==> src/rtl/fft_pkg.sv <==
// rtl/fft_pkg.sv - shared constants, types and address helpers for the 64-point FFT
package fft_pkg;

  localparam int N_POINTS = 64;
  localparam int LOG2N    = 6;
  localparam int N_BFLY   = N_POINTS / 2;

  typedef logic [LOG2N-1:0] addr_t;
  typedef logic [LOG2N-2:0] tw_addr_t;
  typedef logic [2:0]       stage_t;

  typedef enum logic [1:0] {IDLE, ISSUE, DRAIN} seq_state_t;

  typedef struct packed {
    logic  valid;
    addr_t addr_a;
    addr_t addr_b;
    logic  bank;
  } dly_entry_t;

  function automatic addr_t rol6(input addr_t x, input stage_t s);
    logic [2*LOG2N-1:0] d;
    d = {x, x} << s;
    return d[2*LOG2N-1:LOG2N];
  endfunction

endpackage

==> src/rtl/fft_sequencer_if.sv <==
// rtl/fft_sequencer_if.sv - sequencer to capture/readout and butterfly datapath signals
interface fft_sequencer_if;
  import fft_pkg::*;

  logic     start;
  logic     busy;
  logic     done;
  logic     read_bank;
  addr_t    read_addr_a;
  addr_t    read_addr_b;
  tw_addr_t twiddle_addr;
  logic     write_en;
  addr_t    write_addr_a;
  addr_t    write_addr_b;
  logic     write_bank;
  logic     result_bank;

  modport master (
    input  start,
    output busy, done, read_bank, read_addr_a, read_addr_b, twiddle_addr,
           write_en, write_addr_a, write_addr_b, write_bank, result_bank
  );

  modport slave (
    output start,
    input  busy, done, read_bank, read_addr_a, read_addr_b, twiddle_addr,
           write_en, write_addr_a, write_addr_b, write_bank, result_bank
  );

endinterface

==> src/rtl/fft_addr_delay.sv <==
// rtl/fft_addr_delay.sv - fixed-depth delay line aligning write control with pipeline results
module fft_addr_delay
  import fft_pkg::*;
#(
  parameter int DEPTH = 5
) (
  input  logic       clk,
  input  logic       reset_n,
  input  dly_entry_t din,
  output dly_entry_t dout
);

  dly_entry_t pipe [DEPTH];

  always_ff @(posedge clk or negedge reset_n) begin
    if (!reset_n) begin
      for (int i = 0; i < DEPTH; i++) pipe[i] <= '0;
    end else begin
      pipe[0] <= din;
      for (int i = 1; i < DEPTH; i++) pipe[i] <= pipe[i-1];
    end
  end

  assign dout = pipe[DEPTH-1];

endmodule

==> src/rtl/fft_sequencer.sv <==
// rtl/fft_sequencer.sv - steps 6 stages x 32 butterflies of the in-place radix-2 DIT FFT
module fft_sequencer
  import fft_pkg::*;
#(
  parameter int RD_LATENCY   = 1,
  parameter int BFLY_LATENCY = 4
) (
  input  logic            clk,
  input  logic            reset_n,
  fft_sequencer_if.master bus
);

  localparam int PIPE_DEPTH = RD_LATENCY + BFLY_LATENCY;
  localparam int CNT_W      = $clog2(PIPE_DEPTH + 1) + 1;
  localparam logic [CNT_W-1:0] LAST_WR  = CNT_W'(PIPE_DEPTH - 1);
  localparam logic [CNT_W-1:0] DONE_CNT = CNT_W'(PIPE_DEPTH);
  localparam stage_t   LAST_STAGE = stage_t'(LOG2N - 1);
  localparam tw_addr_t LAST_BFLY  = tw_addr_t'(N_BFLY - 1);

  seq_state_t       state, state_nxt;
  stage_t           stage;
  tw_addr_t         bfly;
  logic             read_bank;
  logic [CNT_W-1:0] drain_cnt;
  logic             issue;
  addr_t            rd_a, rd_b;
  tw_addr_t         tw;
  dly_entry_t       dly_in, dly_out;

  always_ff @(posedge clk or negedge reset_n) begin
    if (!reset_n) state <= IDLE;
    else          state <= state_nxt;
  end

  // The last stage lingers one extra DRAIN cycle to present done outside IDLE.
  always_comb begin
    state_nxt = state;
    case (state)
      IDLE:  if (bus.start) state_nxt = ISSUE;
      ISSUE: if (bfly == LAST_BFLY) state_nxt = DRAIN;
      DRAIN: begin
        if (stage == LAST_STAGE) begin
          if (drain_cnt == DONE_CNT) state_nxt = IDLE;
        end else if (drain_cnt == LAST_WR) begin
          state_nxt = ISSUE;
        end
      end
      default: state_nxt = IDLE;
    endcase
  end

  always_ff @(posedge clk or negedge reset_n) begin
    if (!reset_n) begin
      stage     <= '0;
      bfly      <= '0;
      read_bank <= 1'b0;
      drain_cnt <= '0;
    end else begin
      case (state)
        IDLE: if (bus.start) begin
          stage     <= '0;
          bfly      <= '0;
          read_bank <= 1'b0;
        end
        ISSUE: begin
          bfly      <= bfly + 1'b1;
          drain_cnt <= '0;
        end
        DRAIN: begin
          drain_cnt <= drain_cnt + 1'b1;
          if (stage != LAST_STAGE && drain_cnt == LAST_WR) begin
            stage     <= stage + 1'b1;
            read_bank <= ~read_bank;
          end
        end
        default: ;
      endcase
    end
  end

  // Twiddle index is the top 'stage' bits of bfly, i.e. the bits rotated below the pair bit.
  always_comb begin
    issue = (state == ISSUE);
    rd_a  = '0;
    rd_b  = '0;
    tw    = '0;
    if (issue) begin
      rd_a = rol6({bfly, 1'b0}, stage);
      rd_b = rol6({bfly, 1'b1}, stage);
      tw   = (LAST_BFLY << (LAST_STAGE - stage)) & bfly;
    end
    dly_in.valid  = issue;
    dly_in.addr_a = rd_a;
    dly_in.addr_b = rd_b;
    dly_in.bank   = issue & ~read_bank;

    bus.busy         = (state != IDLE);
    bus.done         = (state == DRAIN) && (stage == LAST_STAGE) && (drain_cnt == DONE_CNT);
    bus.read_bank    = read_bank;
    bus.read_addr_a  = rd_a;
    bus.read_addr_b  = rd_b;
    bus.twiddle_addr = tw;
    bus.write_en     = dly_out.valid;
    bus.write_addr_a = dly_out.addr_a;
    bus.write_addr_b = dly_out.addr_b;
    bus.write_bank   = dly_out.bank;
    bus.result_bank  = 1'(LOG2N % 2);
  end

  fft_addr_delay #(
    .DEPTH (PIPE_DEPTH)
  ) u_wr_delay (
    .clk     (clk),
    .reset_n (reset_n),
    .din     (dly_in),
    .dout    (dly_out)
  );

endmodule

==> src/flat_wrapper.sv <==
// flat-port wrapper written by rule: the top's interface ports become plain ports
module fft_sequencer_flat import fft_pkg::*;
#(
  parameter int RD_LATENCY   = 1,
  parameter int BFLY_LATENCY = 4
)
  (clk, reset_n, bus_start, bus_busy, bus_done, bus_read_bank, bus_read_addr_a, bus_read_addr_b, bus_twiddle_addr, bus_write_en, bus_write_addr_a, bus_write_addr_b, bus_write_bank, bus_result_bank);
  fft_sequencer_if bus_i ();
  input  logic clk;
  input  logic reset_n;
  input wire logic [$bits(bus_i.start)-1:0] bus_start;
  output wire logic [$bits(bus_i.busy)-1:0] bus_busy;
  output wire logic [$bits(bus_i.done)-1:0] bus_done;
  output wire logic [$bits(bus_i.read_bank)-1:0] bus_read_bank;
  output wire logic [$bits(bus_i.read_addr_a)-1:0] bus_read_addr_a;
  output wire logic [$bits(bus_i.read_addr_b)-1:0] bus_read_addr_b;
  output wire logic [$bits(bus_i.twiddle_addr)-1:0] bus_twiddle_addr;
  output wire logic [$bits(bus_i.write_en)-1:0] bus_write_en;
  output wire logic [$bits(bus_i.write_addr_a)-1:0] bus_write_addr_a;
  output wire logic [$bits(bus_i.write_addr_b)-1:0] bus_write_addr_b;
  output wire logic [$bits(bus_i.write_bank)-1:0] bus_write_bank;
  output wire logic [$bits(bus_i.result_bank)-1:0] bus_result_bank;
  assign bus_i.start = bus_start;
  assign bus_busy = bus_i.busy;
  assign bus_done = bus_i.done;
  assign bus_read_bank = bus_i.read_bank;
  assign bus_read_addr_a = bus_i.read_addr_a;
  assign bus_read_addr_b = bus_i.read_addr_b;
  assign bus_twiddle_addr = bus_i.twiddle_addr;
  assign bus_write_en = bus_i.write_en;
  assign bus_write_addr_a = bus_i.write_addr_a;
  assign bus_write_addr_b = bus_i.write_addr_b;
  assign bus_write_bank = bus_i.write_bank;
  assign bus_result_bank = bus_i.result_bank;
  fft_sequencer #(.RD_LATENCY(RD_LATENCY), .BFLY_LATENCY(BFLY_LATENCY)) u_core (.clk(clk), .reset_n(reset_n), .bus(bus_i));
endmodule
==> config.mk <==
export PLATFORM = sky130hd
export DESIGN_NAME = fft_sequencer_flat
export DESIGN_NICKNAME = d
export VERILOG_FILES = /design/src/rtl/fft_pkg.sv /design/src/rtl/fft_sequencer_if.sv /design/src/rtl/fft_addr_delay.sv /design/src/rtl/fft_sequencer.sv /design/src/flat_wrapper.sv
export SDC_FILE = /design/constraint.sdc
export NUM_CORES = 1
export LEC_CHECK = 0
export BUFFER_PORTS_ARGS = -buffer_cell sky130_fd_sc_hd__buf_2
export CAP_MARGIN = 20
export CORE_MARGIN = 2
export CORE_UTILIZATION = 45
export CTS_CLUSTER_DIAMETER = 200
export CTS_CLUSTER_SIZE = 30
export DETAILED_ROUTE_END_ITERATION = 16
export PLACE_DENSITY = 0.61
export SYNTH_ARGS = -nofsm -noshare
export SYNTH_HDL_FRONTEND = slang
export SYNTH_SLANG_ARGS = --single-unit
==> constraint.sdc <==
create_clock -name clk -period 2.25 [get_ports clk]
set_input_delay 0.45 -clock clk [delete_from_list [all_inputs] [get_ports clk]]
set_output_delay 0.45 -clock clk [all_outputs]
set_load 0.05 [all_outputs]
After elaboration in Yosys (flattened, before gate mapping)
Index checks and enable logic that the tools add are counted.

word-level totals
  logic and storage cells = 76
  flip-flop bits (word level) = 85
  input port bits = 3
  output and inout bits = 35

operators by class
  reductions and logical operators = 11
  bitwise operators = 3
  add/subtract/negate cells = 4
  eq/ne operators = 12
  mux-type cells = 18
  shift-type cells = 3

operators by type and width
  operator                                          number
  << shifter 12 x 3 -> 12 bit                       2
  two-way mux 6 bit                                 2
  two-way mux 2 bit                                 5
  two-way mux 5 bit                                 2
  one-hot mux 5 bit (2 select lines)                1
  == test 4 x 3 -> 1 bit (second input constant)    2
  one-hot mux 4 bit (2 select lines)                1
  nonzero test 2 bit                                4
  two-way mux 3 bit                                 2
  != test 3 bit (second input constant)             2
  one-hot mux 2 bit (3 select lines)                1
  one-hot mux 3 bit (2 select lines)                1
  adder 5 x 1 -> 5 bit (second input constant)      1
  AND 5 bit                                         1
  == test 5 bit (second input constant)             1
  << shifter 5 x 3 -> 5 bit (first input constant)  1
  adder 4 x 1 -> 4 bit (second input constant)      1
  != test 2 bit (second input constant)             2
  AND reduction 4 bit                               1
  adder 3 x 1 -> 3 bit (second input constant)      1
  == test 3 bit (second input constant)             1
  logical AND 1 bit                                 3
  != test 3 x 2 -> 1 bit (second input constant)    1
  AND reduction 3 bit                               1
  other kinds (10)                                  11

Longest topological paths before layout
  depth after elaboration = 4
  depth in mapped cells = 8
  mapped depth without buffers = 6

Modules after synthesis
A second synthesis with hierarchy kept.

unflattened totals
  cells, all modules = 256
  area total of the unflattened synthesis = 3324.4 µm²

by module, submodules not included
  module          times used  area each (µm²)  seq. area each (µm²)  cells an instance
  fft_addr_delay  1           1856.8           1751.7                84
  fft_sequencer   1           1467.7           375.4                 172

Worst setup path before layout
No wires, ideal clock.

  kind = register -> output
  start point = reg u_core.stage[1]
  end point = out bus_twiddle_addr[2]
  data arrival time = 2711 ps
  buffers on the path = 2
  setup slack = -911 ps
  data required time = 1800 ps
  cell stages (with the launch flop) = 6
  cells stage by stage = dfrtp_1 buf_2 buf_4 inv_2 ha_1 nor4b_1

on the way
  longest elaborated chain between the ends = 4

RTL lines
  element                    line                 text
  from (decl)                fft_sequencer.sv:21  stage_t stage;
  from (signal assigned)     fft_sequencer.sv:72  stage <= stage + 1'b1;
  subtractor 3 bit           fft_sequencer.sv:90  tw = (LAST_BFLY << (LAST_STAGE - stage)) & bfly;
  << shifter 5 x 3 -> 5 bit  fft_sequencer.sv:90
  AND 5 bit                  fft_sequencer.sv:90
  two-way mux 5 bit          fft_sequencer.sv:87  if (issue) begin
  to (decl)                  flat_wrapper.sv:17   output wire logic [$bits(bus_i.twiddle_addr)-1:0] bus_twiddle_addr;

No other way between the ends.

Worst setup path after layout
  start point = reg u_core.stage[1]
  end point = out bus_read_addr_b[4]

on the way
  longest elaborated chain between the ends = 2

RTL lines
  element                      line                 text
  << shifter 12 x 3 -> 12 bit  fft_pkg.sv:23        d = {x, x} << s;
  two-way mux 6 bit            fft_sequencer.sv:87
  to (decl)                    flat_wrapper.sv:16   output wire logic [$bits(bus_i.read_addr_b)-1:0] bus_read_addr_b;

No other way between the ends.

==> reports/results.txt <==
Net switching component of the power: 1.60 mW. The count of fill cells added during filler insertion was 604. Yosys attributes the largest share of cell area to sky130_fd_sc_hd__dfrtp_1, sky130_fd_sc_hd__buf_4, sky130_fd_sc_hd__ha_1.

Kind of end point of the critical path: a primary output. The count of nets left with antenna violations once routing finished came out at 0. The per-cell routed wire length was 14.5 um. The logs give 1800 ps for the required time at the endpoint of the critical path and 38 for the top-level I/O count.

After detailed routing, the number of remaining DRC violations is 0. The die covers 0.00812 mm2. The estimated wirelength of the detail-placed design was 3730 um; the total chip power was 4.52 mW. In this run the core area contains 31 standard-cell rows.

Counting flops with an async set or reset pin after synthesis yields a share of 100%. For the static leakage, the log shows 1.98 nW. The worst path in the final design needs a cycle of 2320 ps, including I/O delays and setup.

The number of setup violations in the final report was 11. The commonest cells after synthesis are sky130_fd_sc_hd__dfrtp_1, sky130_fd_sc_hd__buf_4, sky130_fd_sc_hd__nand2_1, sky130_fd_sc_hd__o21ai_0, sky130_fd_sc_hd__ha_1. After detailed routing, the total wire length is 5900 um. In this run, the clock network consumes 26.6% of the power.

In this run switching power makes up 35.4% of total power. The die width was 90.1 um. The origin of the worst setup path was u_core.stage[1]$_DFFE_PN0P_. Entering global routing, the biggest net connects 86 pins. The top cell type's share of synthesized area is 63.7%. Startpoint of the worst register-to-register path: u_core.bfly[1]$_DFFE_PN0P_.

The final reports fail on negative setup slack. The run gives 43.0% as the sequential group share of total power. For this block, the via count after detailed routing is 2042.

Setup total negative slack on the finished layout was measured at -347 ps. A synthesized cell averages 12.4 um2. After floorplanning, the core was sized to cover 0.00721 mm2. Derived from the worst setup path, the maximum achievable clock frequency is 430 MHz. Clock latency on the worst-skew pair, taken at its later pin, is 350 ps. From bottom edge to top edge, the die measures 90.1 um. Once the floorplan was initialized, standard cells occupied 46.3% of the core. For this run, the number of Yosys warnings is 0. sky130_fd_sc_hd__dfrtp_1 takes more of the synthesized area than any other cell.

TritonCTS created 9 clock buffers. Clock tree synthesis selected as its root buffer the cell sky130_fd_sc_hd__clkbuf_8. The combined area of all synthesized cells was 0.00334 mm2; the share of the clock period used by the worst path after layout was 103%.

Clock-pin slew was measured on the worst setup and hold paths at 90 ps. The final-report hold violation count was 0. Setup repair after global routing could not meet its margin everywhere.

Antenna cell count: 0. The initial antenna violation count came out at 0. After global routing the overflow that remains totals 0. Dividing the detail-routed via count by the number of cells gives 5.02.

For the number of global-route vias before repair, the log shows 1979. TritonCTS built the clock tree. The logs give 51 for the number of DRC markers after the initial detailed-route iteration and -73.4 ps for the worst setup margin. The first global-routing pass estimated 9560 um of wire.

The number of max-slew violations in the final report came out at 0. The worst clock skew is 9.35 ps. The worst min-delay path category is input pin to async pin. The logs give 2.92 mW for the internal power component and 0.530 mV for the highest ir drop seen on vdd. At the end of routability-driven placement, the weighted congestion stood at 0.794.

Max-cap violations in this run came to 0. The tools report the net total in the final layout as 320. For the worst setup path, the data arrival time is 1870 ps. The synthesized netlist contains 41 unique library cells. For the cell count after synthesis, the log shows 269. The flow ran to the end, but the final reports show violations. Kind of critical path: register to primary output. The overall global routing resource usage was 15.1%; the quantity of hold-fixing buffers added after cts was 0. For this design the ratio of total power to cell area is 1110 mW/mm2. The worst setup path is launched from a register. For the maximum root-to-sink buffer count, the log shows 2. Synthesis inferred 85 register bits. Maximum fanout along the worst path: 8. The synthesized net count was 286.

The layout overhead on the synthesized area came out at 21.7%. CTS built an H-tree with a depth of 3. The logic gate share of total power was 30.4%; the count of input and output buffers was 36. Of the synthesized area, sequential elements account for 63.7%. The share of post-route cells with drive strength above 1 works out to 36.0%.

For the first-pass iteration count of the detailed router, the log shows 4. The most common cell in the synthesized netlist is sky130_fd_sc_hd__dfrtp_1. CTS saw 85 sinks. Among all flip-flop cells after synthesis, the most frequent one is sky130_fd_sc_hd__dfrtp_1. The number of enable flip-flop cells after synthesis is 0.
==> registers in the layout, summed over array words and instances (netlist names) <==
signal,cells
u_core.u_wr_delay.pipe,56
u_core.u_wr_delay.dout,14
u_core.bfly,5
u_core.drain_cnt,4
u_core.stage,3
u_core.state,2
u_core.bus.read_bank,1
==> metal layers <==
metal  vias up  GRT usage, %  part of all wire, %
met1      1020          19.3                   43
met5         -             0                    0
met3        14          3.44                  3.5
met2        50          23.8                   51
met4         0          8.59                  2.7
li1        958             -                    -
==> final timing paths <==
path	endpoint	slack [ps]	cells past startpoint
min in group clk	u_core.u_wr_delay.dout[10]$_DFF_PN0_	340	0
worst max-delay path	bus_read_addr_b[4]	-70	5
max in group asynchronous	u_core.bfly[3]$_DFFE_PN0P_	1750	2
worst max register to register	u_core.state[0]$_DFFE_PN0P_	360	6
worst min-delay path	u_core.drain_cnt[0]$_DFFE_PN0P_	90	2
worst min register to register	u_core.u_wr_delay.dout[10]$_DFF_PN0_	340	0
==> critical path, stage by stage, from the launching register on <==
cell	delay [ps]
sky130_fd_sc_hd__dfrtp_2	510
sky130_fd_sc_hd__mux2_2	390
sky130_fd_sc_hd__mux2i_4	170
sky130_fd_sc_hd__buf_4	160
sky130_fd_sc_hd__o22ai_1	80
sky130_fd_sc_hd__buf_4	210
==> power groups by stage <==
stage / sequential [mW] / clock, mW / combinational [mW]
after floorplan: 1.97 / 0 / 0.918
after global placement: 1.95 / 0 / 1.20
after detailed placement: 1.96 / 0 / 1.20
after CTS: 1.95 / 1.25 / 1.30
after global routing: 1.97 / 1.32 / 1.47
final: 1.94 / 1.20 / 1.37
==> kinds of logic after synthesis <==
| group | Yosys count | synth area share, % |
|---|---|---|
| compound gates | 45 | 8.92 |
| buf+inv | 47 | 8.59 |
| flops | 85 | 63.7 |
| mux | 13 | 4.05 |
| other cells | 1 | 0.112 |
| simple gates | 64 | 9.34 |
| fa+ha+maj | 14 | 5.25 |
==> layout by cell type (no fill, tap or decap), types with 3 or more instances in the layout <==
| master | instances |
|---|---|
| sky130_fd_sc_hd__a21oi_1 | 7 |
| sky130_fd_sc_hd__and3_1 | 3 |
| sky130_fd_sc_hd__buf_2 | 19 |
| sky130_fd_sc_hd__buf_4 | 25 |
| sky130_fd_sc_hd__buf_6 | 10 |
| sky130_fd_sc_hd__clkbuf_8 | 9 |
| sky130_fd_sc_hd__dfrtp_1 | 78 |
| sky130_fd_sc_hd__dfrtp_2 | 7 |
| sky130_fd_sc_hd__ha_1 | 12 |
| sky130_fd_sc_hd__inv_1 | 9 |
| sky130_fd_sc_hd__inv_2 | 3 |
| sky130_fd_sc_hd__mux2i_1 | 6 |
| sky130_fd_sc_hd__nand2_1 | 19 |
| sky130_fd_sc_hd__nand3_1 | 9 |
| sky130_fd_sc_hd__nor2_1 | 11 |
| sky130_fd_sc_hd__nor3_1 | 4 |
| sky130_fd_sc_hd__o21ai_0 | 12 |
| sky130_fd_sc_hd__o22ai_2 | 3 |
==> timing repair <==
action,CTS,global route
pin swaps,1,6
setup buffers,2,7
endpoints found under the setup margin,17,16
hold endpoints to repair,0,0
resized for setup,43,25
==> metrics by stage <==
stage	std cells	hold WS, ps	worst slack, ps	instance area [um2]	util (%)
after floorplan	269	154	-246	3350	-
after global placement	382	331	89.3	3540	49.1
after detailed placement	382	335	71.2	3540	49.1
after CTS	400	123	-92.1	3920	54.3
after global routing	407	111	-147	4060	56.3
final	407	90.7	-73.4	4060	56.3
==> cell type report <==
cell class	instances	area, um2	share of cell area [%]
Sequential cell	85	2140	52.6
Clock buffer	9	124	3.05
Inverter	12	45.0	1.11
Timing Repair Buffer	58	450	11.1
Multi-Input combinational cell	137	1070	26.5
Clock inverter	7	106	2.62
Tap cell	99	124	3.05
Power figures use the tool's default switching activity.
